$ cat config.mk
export PLATFORM = sky130hd
export DESIGN_NAME = mem_rd_arbiter
export DESIGN_NICKNAME = d
export VERILOG_FILES = /design/src/rtl/prefetcher_pkg.sv /design/src/rtl/src_order_fifo.sv /design/src/rtl/mem_rd_arbiter.sv
export SDC_FILE = /design/constraint.sdc
export NUM_CORES = 1
export LEC_CHECK = 0
export CAP_MARGIN = 25
export CORE_AREA = 2 2 121 123
export CTS_CLUSTER_DIAMETER = 120
export CTS_CLUSTER_SIZE = 40
export DETAILED_ROUTE_END_ITERATION = 7
export DIE_AREA = 0 0 123 125
export GPL_TIMING_DRIVEN = 0
export PLACE_DENSITY = 0.81
export SLEW_MARGIN = 20
export SYNTH_ARGS = -nofsm -noshare
export SYNTH_HDL_FRONTEND = slang
export SYNTH_SLANG_ARGS = --single-unit
$ cat constraint.sdc
create_clock -name clk -period 4.6 [get_ports clk]
set_clock_uncertainty 0.1 [all_clocks]
set_input_delay 0.92 -clock clk [delete_from_list [all_inputs] [get_ports clk]]
set_output_delay 0.92 -clock clk [all_outputs]
set_load 0.005 [all_outputs]
$ cat src/rtl/prefetcher_pkg.sv
// Shared types and helpers for the prefetcher memory-side read path.
package prefetcher_pkg;

  // Which requester issued a burst: the prefetcher or the external secondary port.
  typedef enum logic {
    SRC_PR  = 1'b0,
    SRC_EXT = 1'b1
  } src_t;

  // Round-robin pick between two requesters; on a tie the one not granted last wins.
  function automatic src_t pick_grant(input logic v0, input logic v1, input src_t last_grant);
    if (v0 && v1) begin
      return (last_grant == SRC_PR) ? SRC_EXT : SRC_PR;
    end else if (v1) begin
      return SRC_EXT;
    end else begin
      return SRC_PR;
    end
  endfunction

endpackage

$ cat src/rtl/src_order_fifo.sv
// In-order record of which requester issued each outstanding read burst.
module src_order_fifo #(
  parameter int unsigned LOG_DEPTH = 3
) (
  input  logic               clk,
  input  logic               rst,
  input  logic               push,
  input  logic               push_data,
  input  logic               pop,
  output logic               head,
  output logic               full,
  output logic               empty,
  output logic [LOG_DEPTH:0] count
);

  localparam int unsigned DEPTH = 1 << LOG_DEPTH;

  logic [DEPTH-1:0]     mem_q;
  logic [LOG_DEPTH-1:0] wr_ptr_q;
  logic [LOG_DEPTH-1:0] rd_ptr_q;
  logic [LOG_DEPTH:0]   count_q;
  logic                 do_push;
  logic                 do_pop;

  assign full    = (count_q == (LOG_DEPTH + 1)'(DEPTH));
  assign empty   = (count_q == '0);
  assign count   = count_q;
  assign head    = mem_q[rd_ptr_q];
  assign do_push = push & ~full;
  assign do_pop  = pop & ~empty;

  // Storage, wrapping pointers and occupancy.
  always_ff @(posedge clk or posedge rst) begin
    if (rst) begin
      mem_q    <= '0;
      wr_ptr_q <= '0;
      rd_ptr_q <= '0;
      count_q  <= '0;
    end else begin
      if (do_push) begin
        mem_q[wr_ptr_q] <= push_data;
        wr_ptr_q        <= wr_ptr_q + 1'b1;
      end
      if (do_pop) begin
        rd_ptr_q <= rd_ptr_q + 1'b1;
      end
      case ({do_push, do_pop})
        2'b10:   count_q <= count_q + 1'b1;
        2'b01:   count_q <= count_q - 1'b1;
        default: count_q <= count_q;
      endcase
    end
  end

endmodule

$ cat src/rtl/mem_rd_arbiter.sv
// Two-requester AXI read arbiter: round-robin AR through a register stage,
// R bursts routed back in issue order via a source FIFO.
module mem_rd_arbiter
  import prefetcher_pkg::*;
#(
  parameter int unsigned ADDR_BITS            = 64,
  parameter int unsigned BURST_LEN_WIDTH      = 8,
  parameter int unsigned TID_WIDTH            = 8,
  parameter int unsigned LOG_BLOCK_DATA_BYTES = 0,
  parameter int unsigned LOG_OUTSTANDING      = 3
) (
  input  logic                                  clk,
  input  logic                                  rst,
  input  logic                                  s0_ar_valid,
  output logic                                  s0_ar_ready,
  input  logic [ADDR_BITS-1:0]                  s0_ar_addr,
  input  logic [BURST_LEN_WIDTH-1:0]            s0_ar_len,
  input  logic [TID_WIDTH-1:0]                  s0_ar_id,
  input  logic                                  s1_ar_valid,
  output logic                                  s1_ar_ready,
  input  logic [ADDR_BITS-1:0]                  s1_ar_addr,
  input  logic [BURST_LEN_WIDTH-1:0]            s1_ar_len,
  input  logic [TID_WIDTH-1:0]                  s1_ar_id,
  output logic                                  m_ar_valid,
  input  logic                                  m_ar_ready,
  output logic [ADDR_BITS-1:0]                  m_ar_addr,
  output logic [BURST_LEN_WIDTH-1:0]            m_ar_len,
  output logic [TID_WIDTH-1:0]                  m_ar_id,
  input  logic                                  m_r_valid,
  output logic                                  m_r_ready,
  input  logic                                  m_r_last,
  input  logic [(8<<LOG_BLOCK_DATA_BYTES)-1:0]  m_r_data,
  input  logic [TID_WIDTH-1:0]                  m_r_id,
  output logic                                  s0_r_valid,
  input  logic                                  s0_r_ready,
  output logic                                  s0_r_last,
  output logic [(8<<LOG_BLOCK_DATA_BYTES)-1:0]  s0_r_data,
  output logic [TID_WIDTH-1:0]                  s0_r_id,
  output logic                                  s1_r_valid,
  input  logic                                  s1_r_ready,
  output logic                                  s1_r_last,
  output logic [(8<<LOG_BLOCK_DATA_BYTES)-1:0]  s1_r_data,
  output logic [TID_WIDTH-1:0]                  s1_r_id,
  output logic [LOG_OUTSTANDING:0]              outstandingCnt,
  output logic                                  errUnexpectedR
);

  src_t last_grant_q;
  src_t grant;
  logic stage_free;
  logic fifo_full;
  logic fifo_empty;
  logic fifo_head;
  logic acc0;
  logic acc1;
  logic fifo_pop;

  // AR side: grant, readies and accepts.
  always_comb begin
    grant       = pick_grant(s0_ar_valid, s1_ar_valid, last_grant_q);
    stage_free  = ~m_ar_valid | m_ar_ready;
    // Readies held low during reset so nothing is accepted into a clearing stage.
    s0_ar_ready = ~rst & s0_ar_valid & (grant == SRC_PR) & stage_free & ~fifo_full;
    s1_ar_ready = ~rst & s1_ar_valid & (grant == SRC_EXT) & stage_free & ~fifo_full;
    acc0        = s0_ar_valid & s0_ar_ready;
    acc1        = s1_ar_valid & s1_ar_ready;
  end

  // Registered AR output stage and round-robin history.
  always_ff @(posedge clk or posedge rst) begin
    if (rst) begin
      m_ar_valid   <= 1'b0;
      m_ar_addr    <= '0;
      m_ar_len     <= '0;
      m_ar_id      <= '0;
      last_grant_q <= SRC_EXT;
    end else if (acc0) begin
      m_ar_valid   <= 1'b1;
      m_ar_addr    <= s0_ar_addr;
      m_ar_len     <= s0_ar_len;
      m_ar_id      <= s0_ar_id;
      last_grant_q <= SRC_PR;
    end else if (acc1) begin
      m_ar_valid   <= 1'b1;
      m_ar_addr    <= s1_ar_addr;
      m_ar_len     <= s1_ar_len;
      m_ar_id      <= s1_ar_id;
      last_grant_q <= SRC_EXT;
    end else if (m_ar_ready) begin
      m_ar_valid <= 1'b0;
    end
  end

  // R routing: FIFO head picks the destination; an empty FIFO drains stray beats.
  always_comb begin
    s0_r_last  = m_r_last;
    s0_r_data  = m_r_data;
    s0_r_id    = m_r_id;
    s1_r_last  = m_r_last;
    s1_r_data  = m_r_data;
    s1_r_id    = m_r_id;
    s0_r_valid = m_r_valid & ~fifo_empty & ~fifo_head;
    s1_r_valid = m_r_valid & ~fifo_empty & fifo_head;
    if (fifo_empty) begin
      m_r_ready = 1'b1;
    end else begin
      m_r_ready = fifo_head ? s1_r_ready : s0_r_ready;
    end
    fifo_pop = m_r_valid & m_r_ready & m_r_last & ~fifo_empty;
  end

  // Sticky flag for R beats with no outstanding burst.
  always_ff @(posedge clk or posedge rst) begin
    if (rst) begin
      errUnexpectedR <= 1'b0;
    end else if (m_r_valid && fifo_empty) begin
      errUnexpectedR <= 1'b1;
    end
  end

  src_order_fifo #(
    .LOG_DEPTH (LOG_OUTSTANDING)
  ) u_src_fifo (
    .clk       (clk),
    .rst       (rst),
    .push      (acc0 | acc1),
    .push_data (acc1),
    .pop       (fifo_pop),
    .head      (fifo_head),
    .full      (fifo_full),
    .empty     (fifo_empty),
    .count     (outstandingCnt)
  );

endmodule

==> metrics.txt, run 1 <==
top-count cell post-synth=nand2_1; met1 Usage GRT=between 20% and 30%; DRC violations left=0; relative slew slack=around 51%; maximum VDD drop=0.253 mV; CTS sink count=101; CORE AREA=about 14000 µm²; number of global-route vias before repair=4608; Data arrival, critical path=about 3.2 ns; initial antenna violation count=0; DRT iter0 DRCs=between 200 and 250; Ys Warns=0; final WL=15.8 mm; GRT met2 Usage=36.3%; MaxCap Viol Count=0; Critical Setup Path Class=in -> out; Avg WL per Cell=16.2 µm; Required @ worst endpoint=roughly 3.6 ns; Yosys top cell area share=53.1%; top cells by count, synth=nand2_1 (165), dfrtp_1 (100), a22oi_1 (80); HPWL Detailed=12.1 mm; Worst Tran Pin Value=between 0.7 and 0.8 ns; Power Total=4090 µW; Area Growth Syn to Fin=74.8%; final slew viol count=0; Final nets=approximately 970; gr ovfl total=0; Post-synth ARST share=100%; clock latency on the worst-skew pair=0.35 ns; share of cells above drive strength 1=approximately 9%; ys flop type=dfrtp_1; Die W=123 µm; Hold Crit Class=reg -> reg; crit path launch=m_ar_ready; GR peak layer=met2; RSZ-0062 raised after global routing=no; Hold Path Origin=m_ar_addr[58]; CTS Buf Count=9; synthesized flop and latch total=101; post-CTS setup buffer count=0; # H-tree levels=3; cts hold-fix bufs=0; fin crit share=92.3%; vias=4539; post-synthesis cell type count=38; Design Area, Final=8230 µm²; Crit-path slowest cell=clkdlybuf4s50_1; I/O Buffers=293; Boundary Pins=310; run status=complete, no violations; worst-path cell chain=clkdlybuf4s50_1, nor2b_1, a211oi_1, and3_1, buf_2, buf_2, clkdlybuf4s50_1; met3 usage=slightly above 8%; Starting Density=33.1%; syn nets=669; number of enable flip-flop cells after synthesis=0; CP startpoint kind=input port; largest net degree at the start of global routing=57; Synth area leaders=dfrtp_1 (53%), nand2_1 (13%), a22oi_1 (13%); die area=roughly 15000 µm²; Placer Congestion=roughly 0.80; Die Y-Extent=125 µm; Worst Path Max Fanout=10; Reg area=approximately 2500 µm²; first-pass GRT wire length=24.6 mm; CTS tree=yes; Leak=0.00373 µW; drt pass-1 iters=5; Post-DP Area=around 7900 µm²; Final Hold Fails=0; Multi-input gate area=1790 µm²; Reg clk slew, reported paths=0.07 ns; Synth Instances=roughly 480; Post-DRT Antenna Nets=0; Avg Vias per Cell=4.67; PostCTS Resize Cnt=0; ant diodes=0; post-route minimum period=about 4.2 ns; register area share after synthesis=a little over half; pwr/cell area=497 nW/µm²; GRT Util Overall=21.1%; Syn Area/Cell=9.85 µm²; Crit. End Element=primary output; Max Clk Rate=0.236 GHz; Root Driver=clkbuf_16; Largest stage delay, worst path=0.54 ns; number of placement rows=44; Mapped Area=approximately 4700 µm²; Max clock buf depth=2; Hold WS=0.372 ns; Setup-failing EPs final=0; post-synth top area cell=dfrtp_1; RR Startpoint=u_src_fifo.rd_ptr_q[0]; fillers=1262
[worst max-delay path, delay by kind of cell]
family                 cells  cell delay [ns]
AO/OA/AOI/OAI              1             0.42
AND/OR/NAND/NOR            2             0.29
buffers and inverters      4             1.59
[sequential cells by signal, summed over array words and instances, names as in the netlist]
signal and flops:
m_ar_len 8, u_src_fifo.rd_ptr_q 3, u_src_fifo.wr_ptr_q 3, m_ar_id 8, m_ar_valid 1, errUnexpectedR 1
last_grant_q 1, m_ar_addr 64, u_src_fifo.count 4, u_src_fifo.mem_q 8
[power breakdown]
part / internal (µW) / total (µW) / switching, µW / leakage [µW]
clock: 505 / 829 / 325 / 0.000163
sequential: 1280 / 1520 / 245 / 0.00125
combinational: 1060 / 1740 / 686 / 0.00232
total: 2840 / 4090 / 1260 / 0.00373
[per-layer routing]
layer / routed length (µm) / share of wire, % / vias up
met5: 0 / 0 / -
met2: 8200 / 52 / 164
li1: - / - / 2209
met4: 286 / 1.8 / 0
met1: 6080 / 39 / 2148
met3: 1190 / 7.6 / 18
[metrics by stage]
step / setup TNS (ns) / worst slack (ns) / util [%] / instances
finish: 0 / 0.354 / 57.9 / 972
global route: 0 / 0.219 / 57.9 / 972
CTS: 0 / 0.359 / 57.9 / 972
detailed placement: 0 / 0.374 / 55.6 / 956
global placement: -70.06 / -0.707 / 55.4 / 955
floorplan: 0 / 0.935 / - / 478
[kinds of logic after synthesis]
kind of cell,Yosys count,synth area share (%)
DFF,101,53.7
AOI/OAI and AO/OA,86,13.7
and+or+nand+nor,193,16.6
buffers and inverters,69,8.32
xor gates and xnor gates,8,1.49
muxes,15,4.41
adders and majority gates,6,1.75
[cells in the final DEF (no fill, tap or decap), types with 3 or more instances in the layout]
cell type	n
a22oi_1	80
ha_1	5
xnor2_1	5
xor2_1	3
nand2_1	165
mux2_2	10
buf_4	34
nand3_1	3
inv_1	4
buf_1	3
nor2_1	7
buf_2	4
dfrtp_1	100
clkdlybuf4s50_1	293
clkbuf_1	24
clkbuf_16	9
[final timing paths]
check	end	slack, ns	cells after the start
max in group asynchronous	m_ar_addr[9]	2.82	3
setup / recovery	s0_ar_ready	0.35	7
setup reg to reg	u_src_fifo.count[3]	1.39	11
hold reg to reg	m_ar_addr[58]	0.37	2
hold / removal	m_ar_addr[58]	0.37	2
min in group asynchronous	errUnexpectedR	0.96	2
[area by class of cell]
| cell class | instances | share of cell area [%] |
|---|---|---|
| Buffer | 64 | 4.53 |
| Tap cell | 184 | 2.80 |
| Clock buffer | 12 | 3.12 |
| Multi-Input combinational cell | 308 | 21.7 |
| Timing Repair Buffer | 294 | 36.0 |
| Inverter | 5 | 0.289 |
| Sequential cell | 101 | 30.7 |
| Clock inverter | 4 | 0.851 |
No activity file was read; power rests on OpenSTA's default activity.
==> run 2: changes to the inputs <==
- CORE_AREA: 2 2 121 123 -> default
- CORE_ASPECT_RATIO: default -> 1.25
- CORE_UTILIZATION: default -> 24
- DIE_AREA: 0 0 123 125 -> default
- PLACE_DENSITY: 0.81 -> 0.62
==> metrics.txt, run 2 (synthesized netlist as in run 1, its figures left out) <==
most common cell after layout, fill and taps aside=clkdlybuf4s50_1; Final Hold Fails=0 (unchanged); Area Growth Syn to Fin=76.2%; Critical Setup Path Class=in -> out; Leak=0.00371 µW (-0.50%); RSZ-0062 raised after global routing=no; Final Non-Filler Cells=1049 (+7.9%); run status=complete, no violations; Worst Tran Pin Value=0.694 ns (-0.0369 ns); CTS sink count=101 (unchanged); Max clock buf depth=2 (unchanged); Boundary Pins=310 (unchanged); PostCTS Resize Cnt=0 (unchanged); number of global-route vias before repair=4459 (-3.2%); Avg WL per Cell=15.4 µm (-5.0%); leading cell types in the layout, fill and taps excluded=clkdlybuf4s50_1 (293), nand2_1 (165), dfrtp_1 (100); CTS tree=yes; number of flip-flops in the largest register=64 (unchanged); initial antenna violation count=1 (+1); Required @ worst endpoint=3.58 ns (about the same); Starting Density=24.8% (-8.4 points); Hold Crit Class=reg -> reg; Avg Vias per Cell=4.24 (-9.2%); Die Y-Extent=159 µm (+27%); clock latency on the worst-skew pair=0.34 ns (about the same); fillers=1878 (+49%); Crit. End Element=primary output; Max Clk Rate=0.234 GHz (-0.62%); Worst Path Max Fanout=10 (unchanged); maximum VDD drop=0.176 mV (-30%); I/O Buffers=293 (unchanged); Placer Congestion=0.782 (-2.5%); DRC violations left=0 (unchanged); cts hold-fix bufs=0 (unchanged); CP startpoint kind=input port; relative slew slack=53.7% (+2.5 points); drt pass-1 iters=4 (-1); CTS Buf Count=9 (unchanged); gr ovfl total=0 (unchanged); Final nets=974 (unchanged); path depth of the worst reg2reg path=11 (unchanged); Root Driver=clkbuf_16; first-pass GRT wire length=24.1 mm (-2.2%); Reg clk slew, reported paths=0.06 ns (about the same); Post-DRT Antenna Nets=0 (unchanged); Inst Count DP=1033 (+8.1%); Hold WS=0.373 ns (+0.00134 ns); MaxCap Viol Count=0 (unchanged); Hold Crit Depth=2 (unchanged); share of cells above drive strength 1=8.88% (unchanged); Top reg by flops=m_ar_addr; largest net degree at the start of global routing=52 (-8.8%); final WL=16.2 mm (+2.5%); Die W=127 µm (+3.5%); number of placement rows=56 (+27%); # H-tree levels=3 (unchanged); pwr/cell area=486 nW/µm² (-2.3%); vias=4447 (-2.0%); DRT iter0 DRCs=227 (+3.2%); GRT Util Overall=15.8% (-5.3 points); Setup-failing EPs final=0 (unchanged); fin crit share=92.9% (+0.58 points); post-CTS setup buffer count=0 (unchanged); Data arrival, critical path=3.25 ns (+0.02 ns); post-route minimum period=4.27 ns (+0.0266 ns); CORE AREA=19000 µm² (+34%); final slew viol count=0 (unchanged); die area=20200 µm² (+31%); ant diodes=0 (unchanged); HPWL Detailed=12.5 mm (+3.6%)
## run 2: cell count changes in the layout (fill, tap and decap cells not counted)
cell / change
bufinv_16: -1
clkbuf_8: -2
clkinv_2: -1
clkinvlp_4: +1
inv_6: +3
## run 2: path summary, 6_finish.rpt
path,start,end,slack (ns)
worst max-delay path,m_ar_ready,s1_ar_ready,0.33
worst min-delay path,m_ar_addr[26],m_ar_addr[26],0.37
worst max register to register,u_src_fifo.rd_ptr_q[0],u_src_fifo.count[3],1.48
worst min register to register,m_ar_addr[26],m_ar_addr[26],0.37
max in group asynchronous,rst,m_ar_addr[1],2.83
min in group asynchronous,rst,u_src_fifo.count[3],0.94
## run 2: metrics by stage
| step | utilization, % | TNS, ns | worst slack [ns] | instance area [µm²] | total power (µW) |
|---|---|---|---|---|---|
| detailed placement | 42.1 | 0 | 0.333 | 8000 | 3300 |
| CTS | 43.7 | 0 | 0.324 | 8300 | 4100 |
| global placement | 42.0 | -89.98 | -0.909 | 7970 | 3270 |
| finish | 43.7 | 0 | 0.327 | 8300 | 4030 |
| floorplan | - | 0 | 0.935 | 4710 | 2170 |
| global route | 43.7 | 0 | 0.109 | 8300 | 4330 |
## run 2: area by class of cell
cell class / instances / area, µm² / share of cell area, %
sequential: 101 / 2530 / 30.5
multi-input combinational: 308 / 1790 / 21.5
clock buffer: 10 / 229 / 2.76
timing repair buffer: 294 / 2960 / 35.7
tap: 261 / 327 / 3.94
clock inverter: 6 / 68.8 / 0.829
inverter: 5 / 23.8 / 0.286
buffer: 64 / 373 / 4.49
## run 2: critical path, stage by stage
cell and delay (ns):
clkdlybuf4s50_1 0.46, nor2b_1 0.06, a211oi_1 0.43, and3_1 0.23, buf_2 0.32, buf_2 0.29, clkdlybuf4s50_1 0.54
## run 2: metal layers
| metal | vias up | track usage, % | share of wire, % |
|---|---|---|---|
| li1 | 2206 | - | - |
| met1 | 2053 | 18.1 | 40 |
| met2 | 161 | 28.3 | 53 |
| met3 | 25 | 3.86 | 5.4 |
| met4 | 2 | 6.01 | 2.2 |
| met5 | - | 0 | 0.080 |
## run 2: power by group
part           total (µW)  internal [µW]  switching, µW
logic                1730           1060            678
registers            1520           1280            243
clock network         779            428            352
